`src/rtl/mem_pkg.sv`:
```
// Shared memory-side definitions for the SREC load path.
//   ACCESS_BYTE / ACCESS_WORD : mem_access_size encodings
//   packer_state_t            : srec_write_packer control states
//   INSTRUCTION_OFFSET        : base of the loaded program image
//   lane_byte()               : extract a big-endian byte lane from a word
package mem_pkg;

  localparam logic [1:0]  ACCESS_BYTE        = 2'b00;
  localparam logic [1:0]  ACCESS_WORD        = 2'b10;
  localparam logic [31:0] INSTRUCTION_OFFSET = 32'h8002_0000;

  typedef enum logic [1:0] {
    COLLECT,
    WORD_OUT,
    DRAIN
  } packer_state_t;

  // Lane 0 is the most significant byte (big-endian memory).
  function automatic logic [7:0] lane_byte(input logic [31:0] w, input logic [1:0] lane);
    case (lane)
      2'd0:    return w[31:24];
      2'd1:    return w[23:16];
      2'd2:    return w[15:8];
      default: return w[7:0];
    endcase
  endfunction

endpackage

```
`src/rtl/srec_write_packer_lane_select.sv`:
```
// Priority encoder for the packer's byte-lane mask.
//   mask : valid byte lanes
//   lane : index of the lowest set lane (0 when mask is empty)
//   any  : at least one lane is set
module lane_select (
  input  logic [3:0] mask,
  output logic [1:0] lane,
  output logic       any
);

  always_comb begin
    any  = |mask;
    lane = '0;
    if      (mask[0]) lane = 2'd0;
    else if (mask[1]) lane = 2'd1;
    else if (mask[2]) lane = 2'd2;
    else if (mask[3]) lane = 2'd3;
  end

endmodule

```
`src/rtl/srec_write_packer.sv`:
```
// Coalesces the SREC parser's single-byte writes into aligned 32-bit word
// writes; bytes that cannot complete a word are drained as byte writes.
//   clk, reset                 : clock, async active-high reset
//   in_valid/in_ready          : byte handshake from the parser
//   in_address, in_data        : byte address and value
//   flush                      : drain any partial word (level)
//   mem_write/mem_ready        : registered write request / accept
//   mem_address, mem_data_in   : write address and data (bytes in [7:0])
//   mem_access_size            : ACCESS_BYTE or ACCESS_WORD
//   idle                       : nothing buffered, no pending write
//   write_count                : completed write transactions (wraps)
module srec_write_packer
  import mem_pkg::*;
#(
  parameter int unsigned CNT_W = 16
) (
  input  logic             clk,
  input  logic             reset,
  input  logic             in_valid,
  output logic             in_ready,
  input  logic [31:0]      in_address,
  input  logic [7:0]       in_data,
  input  logic             flush,
  output logic             mem_write,
  input  logic             mem_ready,
  output logic [31:0]      mem_address,
  output logic [31:0]      mem_data_in,
  output logic [1:0]       mem_access_size,
  output logic             idle,
  output logic [CNT_W-1:0] write_count
);

  packer_state_t    state_q, state_d;
  logic [29:0]      base_q, base_d;
  logic [31:0]      buf_q, buf_d;
  logic [3:0]       mask_q, mask_d;
  logic             mem_write_q, mem_write_d;
  logic [31:0]      mem_address_q, mem_address_d;
  logic [31:0]      mem_data_q, mem_data_d;
  logic [1:0]       mem_size_q, mem_size_d;
  logic [CNT_W-1:0] count_q, count_d;

  logic [1:0]  in_lane;
  logic [3:0]  in_lane_bit;
  logic        accept;
  logic [3:0]  m_mask;
  logic [29:0] m_base;
  logic [31:0] m_buf;
  logic [3:0]  drain_mask;
  logic [3:0]  sel_mask;
  logic [1:0]  sel_lane;
  logic        sel_any;

  // In DRAIN the lane being emitted is held in mem_address_q[1:0], so the
  // encoder looks ahead at the mask with that lane removed; in COLLECT it
  // looks at the merged mask to pick the first drain lane.
  assign drain_mask = mask_q & ~(4'b0001 << mem_address_q[1:0]);
  assign sel_mask   = (state_q == DRAIN) ? drain_mask : m_mask;

  lane_select u_lane_select (
    .mask (sel_mask),
    .lane (sel_lane),
    .any  (sel_any)
  );

  always_comb begin
    in_lane     = in_address[1:0];
    in_lane_bit = 4'b0001 << in_lane;
    in_ready    = (state_q == COLLECT) &&
                  ((mask_q == '0) ||
                   ((in_address[31:2] == base_q) && ((mask_q & in_lane_bit) == '0)));
    accept      = in_valid && in_ready;

    m_mask = mask_q;
    m_base = base_q;
    m_buf  = buf_q;
    if (accept) begin
      m_mask = mask_q | in_lane_bit;
      if (mask_q == '0) m_base = in_address[31:2];
      case (in_lane)
        2'd0:    m_buf[31:24] = in_data;
        2'd1:    m_buf[23:16] = in_data;
        2'd2:    m_buf[15:8]  = in_data;
        default: m_buf[7:0]   = in_data;
      endcase
    end
  end

  always_comb begin
    state_d       = state_q;
    base_d        = base_q;
    buf_d         = buf_q;
    mask_d        = mask_q;
    mem_write_d   = mem_write_q;
    mem_address_d = mem_address_q;
    mem_data_d    = mem_data_q;
    mem_size_d    = mem_size_q;
    count_d       = count_q;

    case (state_q)
      COLLECT: begin
        base_d = m_base;
        buf_d  = m_buf;
        mask_d = m_mask;
        if (m_mask == 4'hF) begin
          state_d       = WORD_OUT;
          mem_write_d   = 1'b1;
          mem_address_d = {m_base, 2'b00};
          mem_data_d    = m_buf;
          mem_size_d    = ACCESS_WORD;
        end else if ((m_mask != '0) && ((in_valid && !in_ready) || flush)) begin
          state_d       = DRAIN;
          mem_write_d   = 1'b1;
          mem_address_d = {m_base, sel_lane};
          mem_data_d    = {24'h0, lane_byte(m_buf, sel_lane)};
          mem_size_d    = ACCESS_BYTE;
        end
      end
      WORD_OUT: begin
        if (mem_ready) begin
          state_d     = COLLECT;
          mask_d      = '0;
          mem_write_d = 1'b0;
          count_d     = count_q + CNT_W'(1);
        end
      end
      DRAIN: begin
        if (mem_ready) begin
          mask_d  = drain_mask;
          count_d = count_q + CNT_W'(1);
          if (!sel_any) begin
            state_d     = COLLECT;
            mem_write_d = 1'b0;
          end else begin
            mem_address_d = {base_q, sel_lane};
            mem_data_d    = {24'h0, lane_byte(buf_q, sel_lane)};
          end
        end
      end
      default: begin
        state_d     = COLLECT;
        mask_d      = '0;
        mem_write_d = 1'b0;
      end
    endcase
  end

  always_ff @(posedge clk or posedge reset) begin
    if (reset) begin
      state_q       <= COLLECT;
      base_q        <= '0;
      buf_q         <= '0;
      mask_q        <= '0;
      mem_write_q   <= 1'b0;
      mem_address_q <= '0;
      mem_data_q    <= '0;
      mem_size_q    <= '0;
      count_q       <= '0;
    end else begin
      state_q       <= state_d;
      base_q        <= base_d;
      buf_q         <= buf_d;
      mask_q        <= mask_d;
      mem_write_q   <= mem_write_d;
      mem_address_q <= mem_address_d;
      mem_data_q    <= mem_data_d;
      mem_size_q    <= mem_size_d;
      count_q       <= count_d;
    end
  end

  assign mem_write       = mem_write_q;
  assign mem_address     = mem_address_q;
  assign mem_data_in     = mem_data_q;
  assign mem_access_size = mem_size_q;
  assign write_count     = count_q;
  assign idle            = (state_q == COLLECT) && (mask_q == '0);

endmodule

```
`config.mk`:
```
export PLATFORM = sky130hd
export DESIGN_NAME = srec_write_packer
export DESIGN_NICKNAME = d
export VERILOG_FILES = /design/src/rtl/mem_pkg.sv /design/src/rtl/srec_write_packer_lane_select.sv /design/src/rtl/srec_write_packer.sv
export SDC_FILE = /design/constraint.sdc
export NUM_CORES = 1
export LEC_CHECK = 0
export ABC_AREA = 1
export CAP_MARGIN = 20
export CORE_ASPECT_RATIO = 0.75
export CORE_MARGIN = 1.5
export CORE_UTILIZATION = 23
export CTS_CLUSTER_SIZE = 16
export DETAILED_ROUTE_END_ITERATION = 10
export SLEW_MARGIN = 40
export SYNTH_ARGS = -nofsm -noshare
export SYNTH_HDL_FRONTEND = slang
export SYNTH_SLANG_ARGS = --single-unit
```
`constraint.sdc`:
```
create_clock -name clk -period 6.35 [get_ports clk]
set_input_delay 1.27 -clock clk [delete_from_list [all_inputs] [get_ports clk]]
set_output_delay 1.27 -clock clk [all_outputs]
set_load 0.05 [all_outputs]
```
==> metrics.cfg, run 1 <==
[setup_path]
cp-end-kind = output port
cp_num_buf_inv = 3
start_kind = input port
path_cells = clkdlybuf4s50_1 -> inv_1 -> nand2_1 -> nor2_1 -> nor2_1 -> nand2_1 -> nor2_1 -> nand4_1 -> nand2_2 -> clkdlybuf4s50_1
cp_top_family = buffers and inverters
critical_path_class = input port to output port
cpMostUsedCell = nor2_1
cp_data_arrival_time_ns = 3.59
critPathRequiredTime_ns = 5.08
cp_max_fo = 7
slowest_stage = clkdlybuf4s50_1
max_stage_delay_ns = 0.89

[route]
vias = 6978
viasPerCell = 4.27
drtPass1Iterations = 5
drt_iter0_drc = 444
detail-route-antenna-nets = 0
routedWlPerCell_um = 14.4
routed_wl_um = 23600
drc = 0

[logic_synthesis]
syn_nets = 1111
syn_avg_cell_area_sq_um = 7.22
async_flop_share_pct = 100
synth_flop_cell = dfrtp_1
syn_area_sq_um = 7670
synth_edf_count = 0
synth_common_cells = nand2_1 (409), dfrtp_1 (150), inv_1 (120)
synth_seq_cells = 150
yosys_warnings = 0
synth_top_area_share_pct = 48.9
yosysMostFrequentCell = nand2_1
ys_top_cells_by_area = dfrtp_1 (49%), nand2_1 (20%), o21ai_0 (7.0%), inv_1 (5.9%), nor2_1 (4.9%)
ys_types = 33
synthCells = 1062
ys_seq_area_share_pct = 48.9
yosys.area.top_type = dfrtp_1

[worst_hold_path]
hp-class = register to register

[sta]
rsz0062_at_grt = false
clock.fmax_ghz = 0.206
fin_tns_setup_ns = 0
relSlewSlack_pct = 47.0
period_needed_ns = 4.86
period_share_pct = 76.6
hold_slack_ns = 0.475
tightest_slew_ns = 0.794
fin_skew_ns = 0.0138
setup_slack_ns = 1.49
slew_viol_final = 0
setup_viol = 0
hold_viol = 0

[clock_network]
cts_root_buf = clkbuf_16
cts.sinks = 150
cts_resized = 0
clock_latency_ns = 0.43
ctsHoldBuffers = 0
cts_max_level = 4
tritoncts = done
clk_pin_slew_worst_paths_ns = 0.07
cts_buffers = 17
clk_path_buf_depth = 2
cts_setup_buffers = 0

[floorplanning]
die_x_um = 214
num_rows = 57
start_util_pct = 23.5
die_h_um = 161
io_pins = 130
die-area_sq_um = 34500
coreArea_sq_um = 32600

[global_routing]
top_usage_layer = met1
grt_max_degree = 107
grt_pass1_wl_um = 37500
grt_pass1_vias = 6616
grt_use_total_pct = 14.2
antenna_found_initial = 2
use_met1_pct = 20.5
gr-total-overflow = 0
met3_usage_pct = 3.95
grtUsageMet2_pct = 20.4

[pwr]
power_leakage_nw = 4.88
power.total_mw = 5.49
peakVddDrop_mv = 0.254
power.density_nw_per_um2 = 549

[cells_and_area]
final_nets = 1228
fin_cells = 1636
final_util_pct = 30.7
postLayoutCellArea_sq_um = 10000
areaGrowthSynthToFinish_pct = 30.3
drive_gt1_share_pct = 5.37

[status]
status = finished clean

[placed_design]
port_buffers = 128
pre_cts_ws_ns = 1.38
place_area_sq_um = 9400
post-dp-hpwl_um = 16900
placedCellCount = 1602
gp_congestion = 0.847

[run]
cap_viol_max_count = 0

## state kept, by name (all words and copies together), names as in the netlist
| name | count |
|---|---|
| base_q | 30 |
| mask_q | 4 |
| mem_access_size | 1 |
| state_q | 2 |
| mem_write | 1 |
| mem_address | 32 |
| buf_q | 32 |
| write_count | 16 |
| mem_data_in | 32 |
## routing by layer
layer,vias up,part of all wire [%]
met5,-,0
met1,3274,49
li1,3517,-
met2,168,42
met3,19,6.6
met4,0,1.4
## cell families after synthesis
group | count (synthesis) | share of synthesized area, %
buffers and inverters | 164 | 8.48
muxes | 1 | 0.147
adders and majority gates | 4 | 0.652
DFF | 150 | 48.9
and+or+nand+nor | 578 | 30.1
other | 1 | 0.0489
AOI/OAI and AO/OA | 148 | 9.78
xor gates and xnor gates | 16 | 1.83
## path summary, 6_finish.rpt
path,start,end,slack [ns],cells past startpoint
max,in_address[0],in_ready,1.49,10
max in group asynchronous,reset,write_count[14],3.90,3
min in group asynchronous,reset,base_q[12],1.33,2
max reg2reg,state_q[0],mem_address[24],2.54,19
min reg2reg,write_count[15],write_count[15],0.47,1
min,write_count[15],write_count[15],0.47,1
## power by group
part	switching [mW]	leakage, nW	internal, mW	total (mW)
clock	0.478	0.283	0.558	1.04
sequential	0.236	1.95	1.32	1.55
combinational	2.05	2.65	0.857	2.90
total	2.76	4.88	2.73	5.49
## worst register-to-register path, stage by stage, from the launching register on
cell	delay [ns]
dfrtp_1	0.40
inv_1	0.09
ha_1	0.32
nand2_1	0.10
nor2_1	0.13
nand2_1	0.09
nor2_1	0.10
nand4_1	0.15
nand2_2	0.19
nand3b_2	0.32
nand2_1	0.25
nand4_2	0.17
inv_2	0.11
nor2_1	0.05
nand2_1	0.12
nand3_4	0.26
inv_2	0.51
buf_4	0.25
nand2_1	0.07
nand2_1	0.08
## final cells by class
cell class / count / area (sq um)
Clock buffer: 17 / 425
Antenna cell: 2 / 5.00
Tap cell: 442 / 553
Multi-Input combinational cell: 748 / 3270
Fill cell: 3492 / 22600
Inverter: 124 / 478
Timing Repair Buffer: 138 / 1360
Clock inverter: 15 / 156
Sequential cell: 150 / 3750
## cell usage in the layout (no fill, tap or decap), types with 2 or more instances in the layout
cell             instances
inv_8                    4
clkdlybuf4s50_1        128
diode_2                  2
a21oi_1                 22
nand2_1                409
inv_1                  119
dfrtp_1                150
nand2_2                  6
xor2_1                   9
o21ai_1                 14
inv_6                    6
nand4_1                  3
xnor2_1                  7
buf_4                   10
inv_2                    3
nand3_1                 46
a31oi_1                  5
o21ai_0                106
nor2_2                   3
or2_2                    2
nor2_1                 101
clkbuf_16               17
nand3_2                  2
clkinvlp_4               2
ha_1                     4
No activity file was read; power rests on OpenSTA's default activity.
==> inputs of run 2 (changes only) <==
==> constraint.sdc (replaced) <==
create_clock -name clk -period 5.05 [get_ports clk]
set_input_delay 1.01 -clock clk [delete_from_list [all_inputs] [get_ports clk]]
set_output_delay 1.01 -clock clk [all_outputs]
set_load 0.05 [all_outputs]
==> run 2 against run 1 <==
Compared with the run above:
- power grew 26%
- non-clock buffer count is 6 higher
- die area did not move
- setup slack got worse by 0.74 ns
- via count increased by 0.42%
- core utilization grew 0.14 points
- count of clock-buffer cells in the layout rose by 2
- sequential power increased by 25%
- critical path depth is the same
- clock power rose by 24%
==> metrics.cfg, run 2 (synthesized netlist as in run 1, its figures left out) <==
[status]
status = finished clean

[placed_design]
place_area_sq_um = 9460  ; +0.59%
post-dp-hpwl_um = 16600  ; -2.0%
port_buffers = 128  ; unchanged
gp_congestion = 0.857  ; +1.2%

[sta]
setup_viol = 0  ; unchanged
hold_viol = 0  ; unchanged
fin_skew_ns = 0.0165  ; +0.00272 ns
tightest_slew_ns = 0.659  ; -0.135 ns
period_needed_ns = 4.30
fin_tns_setup_ns = 0  ; unchanged
rsz0062_at_grt = false
slew_viol_final = 0  ; unchanged
period_share_pct = 85.1
relSlewSlack_pct = 55.9  ; +8.9 points
clock.fmax_ghz = 0.233

[worst_hold_path]
worstHoldEndpoint = write_count[15]
worstHoldStart = write_count[15]
hp-class = register to register
holdPathStages = 1  ; unchanged

[floorplanning]
coreArea_sq_um = 32600  ; unchanged
start_util_pct = 23.5  ; unchanged
die_h_um = 161  ; unchanged
io_pins = 130  ; unchanged
die-area_sq_um = 34500  ; unchanged
num_rows = 57  ; unchanged
die_x_um = 214  ; unchanged

[clock_network]
cts.sinks = 150  ; unchanged
clk_path_buf_depth = 2  ; unchanged
cts_buffers = 17  ; unchanged
cts_root_buf = clkbuf_16
cts_setup_buffers = 0  ; unchanged
clk_pin_slew_worst_paths_ns = 0.06  ; about the same
cts_resized = 0  ; unchanged
clock_latency_ns = 0.43  ; about the same
ctsHoldBuffers = 0  ; unchanged
tritoncts = done
cts_max_level = 4  ; unchanged

[cells_and_area]
layout_commonest_cell = nand2_1
multi_input_area_sq_um = 3270  ; unchanged
areaGrowthSynthToFinish_pct = 30.9
postLayoutCellArea_sq_um = 10000  ; +0.45%
final_nets = 1234  ; +0.49%
area.sequential_sq_um = 3750  ; unchanged
drive_gt1_share_pct = 5.76  ; +0.39 points
final_cell_mix = nand2_1 (409), dfrtp_1 (150), clkdlybuf4s50_1 (128)
fillers = 3488  ; -0.11%

[route]
vias = 7007  ; +0.42%
drc = 0  ; unchanged
drt_iter0_drc = 430  ; -3.2%
routedWlPerCell_um = 14.3  ; -0.94%
detail-route-antenna-nets = 0  ; unchanged
routed_wl_um = 23500  ; -0.64%
drtPass1Iterations = 5  ; unchanged
viasPerCell = 4.27  ; +0.11%

[pwr]
switchingPower_mw = 3.45  ; +25%
p_clk_share_pct = 18.7  ; -0.2 points
pwr-share-seq_pct = 28.0  ; -0.3 points
power_leakage_nw = 4.90  ; +0.44%
power.density_nw_per_um2 = 689  ; +25%
netSwitchingFraction_pct = 49.9  ; -0.40 points
p_int_mw = 3.47  ; +27%
pwr-share-comb_pct = 53.4  ; +0.5 points
peakVddDrop_mv = 0.335  ; +32%
power.total_mw = 6.92  ; +26%

[global_routing]
grt_pass1_vias = 6660  ; +0.67%
grt_max_degree = 82  ; -23%
antenna_found_initial = 2  ; unchanged
grt_use_total_pct = 14.0  ; -0.20 points
gr-total-overflow = 0  ; unchanged
grt_pass1_wl_um = 36900  ; -1.5%

[setup_path]
r2r-end = mem_data_in[28]
start_kind = input port
critical_path_class = input port to output port
cp_max_fo = 7  ; unchanged
critPathRequiredTime_ns = 4.04  ; -1.04 ns
reg2reg_depth = 18  ; -1
r2r_slack_ns = 1.72  ; -0.82 ns
cp-end-kind = output port
reg2reg_from = state_q[0]
cp_data_arrival_time_ns = 3.29  ; -0.30 ns

[run]
cap_viol_max_count = 0  ; unchanged

==> run 2: cell types whose count changed in the layout (fill, tap and decap cells not counted), sizes merged <==
| cell | change |
|---|---|
| buf | +6 |
| clkbuf | +2 |
| inv | -2 |
| clkinv | -1 |
| clkinvlp | +1 |
| diode | -1 |
==> run 2: worst max-delay path by stage <==
stage / endpoint / slack (ns) / start / cells after the start
floorplan: base_q[0] / 0.004 / reset / 1
global placement: in_ready / 0.72 / in_address[5] / 10
detailed placement: in_ready / 0.74 / in_address[0] / 10
CTS: in_ready / 0.73 / in_address[0] / 10
global route: in_ready / 0.59 / in_address[15] / 10
finish: in_ready / 0.75 / in_address[0] / 10
==> run 2: layer usage <==
layer  share of wire [%]  GRT usage (%)  up-vias
li1                    -              -     3538
met1                  49           19.5     3269
met2                  43           20.7      175
met3                 7.0           4.16       23
met4                 1.5           4.35        2
met5               0.055              0        -
==> run 2: stage by stage <==
stage	std cells	setup WS (ns)	utilization (%)	hold WS, ns
after floorplan	1062	0.00361	-	0.481
after global placement	1608	0.724	29.0	0.464
after detailed placement	1608	0.738	29.0	0.464
after CTS	1640	0.734	30.8	0.483
after global routing	1640	0.594	30.8	0.488
final	1641	0.751	30.8	0.478
==> run 2: power groups by stage <==
stage	Sequential, mW	Combinational, mW	Clock, mW
global route	2.00	4.12	1.38
detailed placement	1.96	3.72	0
floorplan	2.59	1.93	0
finish	1.94	3.69	1.29
CTS	1.94	3.74	1.34
global placement	1.95	3.68	0
==> run 2: area by class of cell <==
class                           count  share of cell area (%)
Clock inverter                     13                    1.33
Tap cell                          442                    5.51
Multi-Input combinational cell    748                    32.5
Antenna cell                        1                  0.0249
Inverter                          124                    4.71
Clock buffer                       19                    4.41
Timing Repair Buffer              144                    14.1
Sequential cell                   150                    37.4
==> run 2: critical path: stages <==
cell             delay, ns
clkdlybuf4s50_1       0.56
inv_1                 0.08
nand2_1               0.08
nor2_1                0.06
nor2_1                0.10
nand2_1               0.07
nor2_1                0.10
nand4_1               0.13
nand2_2               0.20
clkdlybuf4s50_1       0.88
